$ cat config.mk
export PLATFORM = sky130hd
export DESIGN_NAME = irq_ctl
export DESIGN_NICKNAME = d
export VERILOG_FILES = /design/src/rtl/irq_ctl.sv
export SDC_FILE = /design/constraint.sdc
export NUM_CORES = 1
export LEC_CHECK = 0
export CORE_MARGIN = 2
export CORE_UTILIZATION = 25
export DETAILED_ROUTE_END_ITERATION = 16
export MAX_ROUTING_LAYER = met4
export PLACE_DENSITY = 0.51
export REMOVE_ABC_BUFFERS = 1
export SLEW_MARGIN = 20
export SYNTH_ARGS = -nofsm -noshare
export SYNTH_HDL_FRONTEND = slang
export SYNTH_SLANG_ARGS = --single-unit
export TNS_END_PERCENT = 5
$ cat constraint.sdc
create_clock -name clk -period 2.6 [get_ports clk]
set_input_delay 0.65 -clock clk [delete_from_list [all_inputs] [get_ports clk]]
set_output_delay 0.65 -clock clk [all_outputs]
set_load 0.01 [all_outputs]
$ cat src/rtl/irq_ctl.sv
// irq_ctl: interrupt and reset front-end for a 65C02 core.
// Aggregates 8 maskable interrupt sources (edge or level per source),
// edge-detects an external NMI and stretches the board reset.
// Software sees four byte registers at BASE..BASE+3 (PEND, MASK, EDGE, VEC)
// with RAM-like synchronous reads: DO/SEL are valid the cycle after the read.
//
// Build option: define IRQC_SYNC_EN to pass irq_src/nmi_src through a
// 2-flop synchroniser (for asynchronous board-level sources). Without it the
// sources are used directly and must be synchronous to clk.
module irq_ctl #(
    parameter logic [15:0] BASE       = 16'hFE00,
    parameter int          RST_CYCLES = 8
) (
    input  logic        clk,
    input  logic        RSTn,
    input  logic [15:0] AB,
    input  logic [7:0]  DI,
    input  logic        WE,
    output logic [7:0]  DO,
    output logic        SEL,
    input  logic [7:0]  irq_src,
    input  logic        nmi_src,
    output logic        RST,
    output logic        IRQ,
    output logic        NMI
);

    localparam logic [7:0] LP_LAST = 8'(RST_CYCLES - 1);

    logic       r_rst;
    logic [7:0] r_cnt;
    logic [7:0] r_mask;
    logic [7:0] r_edge;
    logic [7:0] r_latch;   // edge-mode pending bits; tracks s in level mode
    logic [7:0] r_h;       // s delayed one cycle, for rising-edge detection
    logic       r_nmi_h;
    logic       r_irq;
    logic       r_nmi;
    logic [7:0] r_do;
    logic       r_sel;

    logic [7:0] w_s;
    logic       w_ns;
    logic [7:0] w_pend;
    logic [7:0] w_act;
    logic [7:0] w_vec;
    logic [7:0] w_rd_data;
    logic [7:0] w_clr;
    logic [7:0] w_rise;
    logic [7:0] w_latch_nxt;
    logic       w_hit;
    logic       w_rd;
    logic       w_wr;

`ifdef IRQC_SYNC_EN
    logic [7:0] r_irq_s1;
    logic [7:0] r_irq_s2;
    logic       r_nmi_s1;
    logic       r_nmi_s2;

    // Two-flop synchronisers for the asynchronous interrupt sources.
    always_ff @(posedge clk or negedge RSTn) begin
        if (!RSTn) begin
            r_irq_s1 <= 8'h00;
            r_irq_s2 <= 8'h00;
            r_nmi_s1 <= 1'b0;
            r_nmi_s2 <= 1'b0;
        end else begin
            r_irq_s1 <= irq_src;
            r_irq_s2 <= r_irq_s1;
            r_nmi_s1 <= nmi_src;
            r_nmi_s2 <= r_nmi_s1;
        end
    end

    assign w_s  = r_irq_s2;
    assign w_ns = r_nmi_s2;
`else
    assign w_s  = irq_src;
    assign w_ns = nmi_src;
`endif

    // Level-mode bits show the live source; edge-mode bits show the latch.
    assign w_pend = (r_edge & r_latch) | (~r_edge & w_s);
    assign w_act  = w_pend & r_mask;

    assign w_hit = (AB[15:2] == BASE[15:2]);
    assign w_rd  = w_hit & ~WE;
    assign w_wr  = w_hit & WE;

    // Writing 1s to PEND clears edge-mode bits; a same-cycle edge still sets.
    assign w_clr       = (w_wr && AB[1:0] == 2'd0) ? DI : 8'h00;
    assign w_rise      = w_s & ~r_h;
    assign w_latch_nxt = (r_edge & (w_rise | (r_latch & ~w_clr))) | (~r_edge & w_s);

    // Vector of the lowest-numbered pending-and-enabled source.
    always_comb begin
        w_vec = 8'h80;
        for (int i = 7; i >= 0; i--) begin
            if (w_act[i]) w_vec = 8'(i * 2);
        end
    end

    // Register read multiplexer.
    always_comb begin
        w_rd_data = 8'h00;
        case (AB[1:0])
            2'd0:    w_rd_data = w_pend;
            2'd1:    w_rd_data = r_mask;
            2'd2:    w_rd_data = r_edge;
            default: w_rd_data = w_vec;
        endcase
    end

    // Reset stretcher: hold RST for RST_CYCLES clocks after RSTn rises.
    always_ff @(posedge clk or negedge RSTn) begin
        if (!RSTn) begin
            r_rst <= 1'b1;
            r_cnt <= 8'h00;
        end else if (r_rst) begin
            if (r_cnt == LP_LAST) r_rst <= 1'b0;
            else                  r_cnt <= r_cnt + 8'h01;
        end
    end

    // Source history and pending latch update.
    always_ff @(posedge clk or negedge RSTn) begin
        if (!RSTn) begin
            r_h     <= 8'h00;
            r_nmi_h <= 1'b0;
            r_latch <= 8'h00;
        end else begin
            r_h     <= w_s;
            r_nmi_h <= w_ns;
            r_latch <= w_latch_nxt;
        end
    end

    // Bus side: MASK/EDGE writes and synchronous register reads.
    always_ff @(posedge clk or negedge RSTn) begin
        if (!RSTn) begin
            r_mask <= 8'h00;
            r_edge <= 8'h00;
            r_do   <= 8'h00;
            r_sel  <= 1'b0;
        end else begin
            r_sel <= w_rd;
            if (w_rd) r_do <= w_rd_data;
            if (w_wr && AB[1:0] == 2'd1) r_mask <= DI;
            if (w_wr && AB[1:0] == 2'd2) r_edge <= DI;
        end
    end

    // Core-facing IRQ level and one-cycle NMI pulse, both silenced in reset.
    always_ff @(posedge clk or negedge RSTn) begin
        if (!RSTn) begin
            r_irq <= 1'b0;
            r_nmi <= 1'b0;
        end else begin
            r_irq <= ~r_rst & (|w_act);
            r_nmi <= ~r_rst & w_ns & ~r_nmi_h;
        end
    end

    assign RST = r_rst;
    assign IRQ = r_irq;
    assign NMI = r_nmi;
    assign DO  = r_do;
    assign SEL = r_sel;

endmodule
[Word-level counts from Yosys, hierarchy flattened]
Index checks and enable logic that the tools add are counted.
Word-level totals
  word-level logic and storage cells: 55
  flip-flop bits (word level): 53
Operators by class
  reduce and logical (&&, ||, !) cells: 6
  multiplexer cells: 12
  add/subtract/negate cells: 1
  bitwise logic cells: 21
  equal/unequal tests: 4
Operators with widths (number)
  $mux W8: 9
  $and A8 B8 Y8: 6
  $not A8 Y8: 3
  $or A8 B8 Y8: 3
  $pmux W8 S3: 1
  $eq A14 B14 Y1 const B: 1
  $add A8 B1 Y8 const B: 1
  $eq A8 B3 Y1 const B: 1
  $reduce_or A8 Y1: 1
  $and A1 B1 Y1: 5
  $not A1 Y1: 4
  $logic_and A1 B1 Y1: 3
  $eq A2 B1 Y1 const B: 1
  $eq A2 B2 Y1 const B: 1
  $logic_not A2 Y1: 1
  $mux W1: 2
  $reduce_and A2 Y1: 1

[Logic depth before layout (Yosys ltp)]
Gate-level depths: netlist of the first run.
  word-level depth: 13
  depth in mapped cells: 7
  mapped depth without buffers: 6

[Worst setup path before layout of the first run]
No wires, ideal clock.
  path type: input port to flip-flop
  from: input port AB[3]
  to: register r_do[2] (netlist: DO[2])
  slack: 0.619 ns
  buffers on the path: 1
  arrival: 1.853 ns
  cell stages on the path: 7
  setup time: 0.128 ns
  cell sequence: nor4_4 > nand4_2 > or2_2 > buf_6 > inv_2 > mux2i_1 > o21ai_0
Between the ends
  longest elaborated chain between the ends: 2
Ends and longest elaborated chain
  start: declaration: RTL line 16  | input logic [15:0] AB,
  $eq A14 B14 Y1: RTL line 87  | assign w_hit = (AB[15:2] == BASE[15:2]);
  $and A1 B1 Y1: RTL line 88  | assign w_rd = w_hit & ~WE;
  via w_rd: RTL line 52  | logic w_rd;
  end signal: assignment: RTL line 148  | if (w_rd) r_do <= w_rd_data;
  end: declaration: RTL line 39  | logic [7:0] r_do;
The timed path passes the listed nets, and every way through them passes these cells.
A chain may end at the register's enable or synchronous reset.

[Worst setup path after layout of the first run]
  from: input port AB[3]
  to: register r_latch[3]
Between the ends
  longest elaborated chain between the ends: 9
Ends and longest elaborated chain
  $eq A14 B14 Y1: RTL line 87
  $and A1 B1 Y1: RTL line 89  | assign w_wr = w_hit & WE;
  $logic_and A1 B1 Y1: RTL line 92  | assign w_clr = (w_wr && AB[1:0] == 2'd0) ? DI : 8'h00;
  $mux W8: RTL line 92
  $not A8 Y8: RTL line 94  | assign w_latch_nxt = (r_edge & (w_rise | (r_latch & ~w_clr))) | (~r_edge & w_s);
  $and A8 B8 Y8: RTL line 94
  $or A8 B8 Y8: RTL line 94
  $and A8 B8 Y8: RTL line 94
  $or A8 B8 Y8: RTL line 94
  via w_latch_nxt[3]: RTL line 50  | logic [7:0] w_latch_nxt;
  end signal: assignment: RTL line 135  | r_latch <= w_latch_nxt;
  end: declaration: RTL line 34  | logic [7:0] r_latch;
The timed path passes the listed nets, and every way through them passes these cells.

==> results of run 1 <==
-- state kept, by name (all words and copies together), names as in the netlist, 8 cells and up --
| register | count |
|---|---|
| r_h | 8 |
| r_edge | 8 |
| DO | 8 |
| r_mask | 8 |
| r_latch | 8 |
| r_cnt | 8 |
-- Yosys cell counts (2+ instances only) --
cell type,count
nand2_1,40
nor3_1,2
o21ai_0,15
inv_1,3
nand3_1,2
nor2_1,10
a221oi_1,2
and3_1,3
nor3b_1,5
xnor2_1,5
nor2b_1,3
nand4_1,4
nand2b_1,4
a32o_1,8
a21oi_1,12
dfrtp_1,52
o211ai_1,4
clkbuf_1,3
mux2i_1,5
and2_1,2
buf_6,2
mux2_2,22
-- per-stage QoR --
step           std cells  power (mW)  util (%)
5_1_grt              420        1.52      33.5
3_5_place_dp         412       0.998      32.6
4_1_cts              420        1.47      33.5
2_1_floorplan        221       0.891         -
3_3_place_gp         412       0.997      32.6
6_report             420        1.44      33.5
-- cell families (layout without fill, tap and decap cells) --
kind of cell,Yosys count,in the layout,share of synthesized area [%]
buf+inv,9,70,1.96
flops,53,53,53.3
fa+ha+maj,1,1,0.502
compound gates,48,48,12.6
xor+xnor,6,6,2.11
simple gates,82,82,17.6
mux,27,27,12.0
-- worst max path at each step --
| stage | cells after the start | start | slack [ns] | to |
|---|---|---|---|---|
| 2_1_floorplan | 5 | AB[3] | 0.64 | r_latch[0] |
| 3_3_place_gp | 7 | AB[3] | 0.06 | DO[2] |
| 3_5_place_dp | 7 | AB[3] | 0.05 | r_latch[3] |
| 4_1_cts | 7 | AB[3] | 0.36 | r_latch[3] |
| 5_1_grt | 7 | AB[3] | 0.27 | r_latch[3] |
| 6_report | 7 | AB[3] | 0.37 | r_latch[3] |
-- power by group through the flow --
stage	sequential [mW]	clock [mW]	combinational, mW
4_1_cts	0.845	0.486	0.138
3_3_place_gp	0.861	0	0.136
5_1_grt	0.847	0.521	0.149
6_report	0.845	0.461	0.135
2_1_floorplan	0.860	0	0.0311
3_5_place_dp	0.861	0	0.137
-- metal layers --
metal	vias up	routed length (um)	global-route usage [%]
li1	938	-	-
met1	931	2900	16.0
met2	40	2730	18.4
met3	2	264	2.14
met4	0	44	3.38
met5	-	0	-
-- layout make-up --
cell class | instances | share of cell area (%)
sequential | 53 | 40.7
inverter | 4 | 0.461
multi-input combinational | 164 | 34.2
tap | 133 | 5.11
timing repair buffer | 58 | 16.8
clock buffer | 6 | 2.23
clock inverter | 2 | 0.461
==> results.py, run 1 <==
metrics = {
    "routing": {
        "viasPerCell": 4.55,
        "antenna_left": 0,
        "drt_iter0_drc": 84,
        "wl_per_cell_um": 14.1,
        "vias": 1911,
        "dr.pass1.iters": 5,
        "wl_mm": 5.94,
        "post-route-drc-count": 0,
    },
    "clocking": {
        "cts_max_path_buffers": 2,
        "cts_hold_buf": 0,
        "cts-root-buf": "clkbuf_8",
        "clock_sink_count": 53,
        "clk_pin_slew_ns": 0.10,
        "cts_setup_buffers": 0,
        "cts_resized": 0,
        "insertion_delay_ns": 0.30,
        "cts_tree": "yes",
        "numCtsBuffers": 5,
        "cts-htree-levels": 2,
    },
    "yosys": {
        "synth.top_cell.area_share_pct": 52.3,
        "synth.distinct_cells": 40,
        "ys_ff_latch": 53,
        "yosysWarnings": 0,
        "dominantRegCellSynth": "dfrtp_1",
        "synth-edff-count": 0,
        "yosys.area.top_type": "dfrtp_1",
        "ys_seq_area_share_pct": 53.3,
        "synthArstFlopShare_pct": 100,
        "avgSynthCellArea_um2": 11.0,
        "syn_area_um2": 2490,
        "synth_area_leaders": "dfrtp_1 (52%), mux2_2 (9.9%), nand2_1 (6.0%), a32o_1 (3.2%), o21ai_0 (3.0%)",
        "synthCells": 226,
    },
    "worst_setup_path": {
        "endpoint_kind": "flop",
        "cp_slowest_stage_delay_ns": 0.44,
        "worstReg2RegEnd": "DO[1]",
        "ff2ff_path_depth": 5,
        "critPathTopFamily": "simple AND/OR/NAND/NOR gates",
        "startpoint_type": "input port",
        "crit_buf_inv": 2,
        "r2r_setup_slack_ns": 0.88,
        "cp_data_arrival_time_ns": 2.42,
        "r2r_start": "r_edge[6]",
        "path_cells": "clkdlybuf4s50_1 > nor4_4 > nand4_2 > nor4b_4 > buf_4 > nand2_1 > a32o_1",
        "required_ns": 2.79,
        "path_max_fanout": 4,
        "worstSetupPathType": "input port to flop",
        "cp_slowest_cell": "clkdlybuf4s50_1",
    },
    "power": {
        "leakage_nw": 1.36,
        "p_int_mw": 1.10,
        "p_comb_share_pct": 9.4,
        "switching_share_pct": 23.6,
        "clkPwrFrac_pct": 32.0,
        "p_sw_mw": 0.340,
        "ir_drop_uv": 190,
        "powerDensity_nw_per_um2": 442,
        "power_frac_seq_pct": 58.6,
    },
    "timing": {
        "hold_viol_final": 0,
        "slew_violations": 0,
        "period_needed_ns": 2.23,
        "fmax_ghz": 0.448,
        "fin_setup_tns_ns": 0,
        "hold-worst-slack_ns": 0.326,
        "setup_violations": 0,
        "setup_ws_ns": 0.367,
        "worstMarginPinSlew_ns": 0.581,
        "slew_headroom_pct": 61.2,
        "rsz0062_at_grt": "false",
        "finalClockSkew_ns": 0.0145,
        "period_share_pct": 85.9,
    },
    "die": {
        "core_area_um2": 9730,
        "rows": 36,
        "dieArea_um2": 10800,
        "ioPinCount": 48,
        "die_w_um": 104,
        "start_util_pct": 25.6,
        "fp.dieH_um": 104,
    },
    "global_route": {
        "grt_antenna_before_repair": 0,
        "gr-total-overflow": 0,
        "grt_max_degree": 26,
        "grt_usage_pct": 11.8,
        "grt_pass1_vias": 1932,
        "grt_pass1_wl_mm": 10.0,
    },
    "status": {
        "run_status": "finished clean",
    },
    "final_layout": {
        "fin_area_um2": 3260,
        "antennaDiodeCount": 0,
        "fillers": 1015,
        "regArea_um2": 1330,
        "multi_input_area_um2": 1110,
        "syn_to_final_growth_pct": 30.9,
        "drive_above_1_share_pct": 16.7,
        "layout.cells.most_common": "dfrtp_1",
        "final_cell_mix": "dfrtp_1 (52), clkdlybuf4s50_1 (46), nand2_1 (40)",
        "nets": 323,
    },
    "place": {
        "place_area_um2": 3170,
        "dp_hpwl_mm": 4.52,
        "gp_congestion": 0.745,
        "place_ws_ns": 0.0519,
        "io_buffers": 47,
    },
    "hold_path": {
        "hold_class": "input port to asynchronous set/reset pin",
    },
    "job": {
        "maxCapViolCount": 0,
    },
}
Note: power is estimated with default switching activity, not from simulation.
==> inputs of run 2 (changes only) <==
- PLACE_DENSITY: 0.51 -> 0.54
- SETUP_SLACK_MARGIN: default -> 0.1
==> run 2 against run 1 <==
Compared with the run above: setup slack got worse by 0.011 ns; non-clock buffer count unchanged; flip-flop and latch count unchanged; worst hold slack got worse by 0.00070 ns; critical path type unchanged; cell count unchanged.
==> results.py, run 2 (synthesized netlist as in run 1, its figures left out) <==
metrics = {
    "clocking": {
        "cts_tree": "yes",
        "cts_resized": 0,
        "insertion_delay_ns": 0.31,
        "cts-htree-levels": 2,
        "clk_pin_slew_ns": 0.09,
        "clock_sink_count": 53,
        "numCtsBuffers": 5,
        "cts_hold_buf": 0,
        "cts_max_path_buffers": 2,
        "cts-root-buf": "clkbuf_8",
        "cts_setup_buffers": 0,
    },
    "status": {
        "run_status": "finished clean",
    },
    "global_route": {
        "gr-total-overflow": 0,
        "grt_max_degree": 54,
        "grt_usage_pct": 11.3,
        "grt_pass1_wl_mm": 9.56,
        "grt_pass1_vias": 1917,
        "grt_antenna_before_repair": 0,
    },
    "timing": {
        "worstMarginPinSlew_ns": 0.495,
        "finalClockSkew_ns": 0.0120,
        "rsz0062_at_grt": "false",
        "setup_violations": 0,
        "slew_headroom_pct": 66.6,
        "hold_viol_final": 0,
        "hold-worst-slack_ns": 0.325,
        "fmax_ghz": 0.446,
        "period_share_pct": 86.3,
        "fin_setup_tns_ns": 0,
        "period_needed_ns": 2.24,
        "slew_violations": 0,
    },
    "final_layout": {
        "fin_area_um2": 3270,
        "drive_above_1_share_pct": 16.7,
        "layout.cells.most_common": "dfrtp_1",
        "final_cell_mix": "dfrtp_1 (52), clkdlybuf4s50_1 (46), nand2_1 (40)",
        "final_util_pct": 33.6,
        "syn_to_final_growth_pct": 31.3,
        "nets": 323,
        "antennaDiodeCount": 0,
    },
    "routing": {
        "antenna_left": 0,
        "vias": 1844,
        "post-route-drc-count": 0,
        "wl_per_cell_um": 13.2,
        "viasPerCell": 4.39,
        "drt_iter0_drc": 93,
        "dr.pass1.iters": 4,
        "wl_mm": 5.53,
    },
    "worst_setup_path": {
        "cp_slowest_stage_delay_ns": 0.44,
        "path_cells": "clkdlybuf4s50_1 > nor4_4 > nand4_2 > or2_2 > inv_2 > mux2i_1 > o21ai_0",
        "worstSetupPathType": "input port to flop",
        "startpoint_type": "input port",
        "endpoint_kind": "flop",
        "critPathTopFamily": "simple AND/OR/NAND/NOR gates",
        "required_ns": 2.76,
        "path_max_fanout": 5,
        "cp_data_arrival_time_ns": 2.41,
        "cp_slowest_cell": "clkdlybuf4s50_1",
        "crit_buf_inv": 2,
    },
    "die": {
        "fp.dieH_um": 104,
        "rows": 36,
        "core_area_um2": 9730,
        "dieArea_um2": 10800,
        "ioPinCount": 48,
        "die_w_um": 104,
        "start_util_pct": 25.6,
    },
    "place": {
        "io_buffers": 47,
        "gp_congestion": 0.725,
        "dp_hpwl_mm": 4.19,
        "place_area_um2": 3180,
    },
    "job": {
        "maxCapViolCount": 0,
    },
    "hold_path": {
        "hold_class": "input port to asynchronous set/reset pin",
    },
    "power": {
        "ir_drop_uv": 215,
        "powerDensity_nw_per_um2": 442,
        "leakage_nw": 1.38,
    },
}
## run 2: through the flow
| stage | instances | setup WS, ns | power, mW |
|---|---|---|---|
| after detailed placement | 412 | 0.0575 | 0.999 |
| after global placement | 412 | 0.0720 | 0.998 |
| final | 420 | 0.356 | 1.44 |
| after floorplan | 221 | 0.637 | 0.891 |
| after CTS | 420 | 0.372 | 1.47 |
| after global routing | 420 | 0.235 | 1.51 |
## run 2: routing by layer
metal | vias up | wire length [um] | part of all wire [%] | global-route usage, %
met5 | - | 0 | 0 | -
met4 | 0 | 48 | 0.87 | 3.19
met3 | 2 | 149 | 2.7 | 2.20
met2 | 24 | 2570 | 47 | 18.1
met1 | 884 | 2760 | 50 | 14.8
li1 | 934 | - | - | -
## run 2: worst reg2reg max path, cell delays in order (launching register included)
cell      delay (ns)
dfrtp_1         0.45
mux2_2          0.37
a211o_1         0.31
a221oi_1        0.28
o211ai_1        0.15
o21ai_1         0.09
## run 2: power by group
group,total (mW),switching [mW],internal (mW)
Combinational,0.135,0.0596,0.0751
Sequential,0.845,0.00717,0.838
Clock,0.464,0.271,0.193
Total,1.44,0.338,1.11
## run 2: final timing paths
check | from | to | slack, ns | depth (start not counted)
worst max-delay path | AB[3] | DO[2] | 0.36 | 7
worst min-delay path | RSTn | r_cnt[5] | 0.32 | 2
worst max register to register | r_edge[6] | DO[1] | 0.89 | 5
worst min register to register | r_nmi_h | NMI | 0.40 | 1
max in group asynchronous | RSTn | RST | 1.99 | 2
min in group clk | r_nmi_h | NMI | 0.40 | 1
## run 2: area by class of cell
class | instances | area, um2
multi-input combinational | 164 | 1110
fill | 1035 | 6460
inverter | 4 | 15.0
tap | 133 | 166
sequential | 53 | 1330
timing repair buffer | 58 | 561
clock buffer | 6 | 72.6
clock inverter | 2 | 13.8
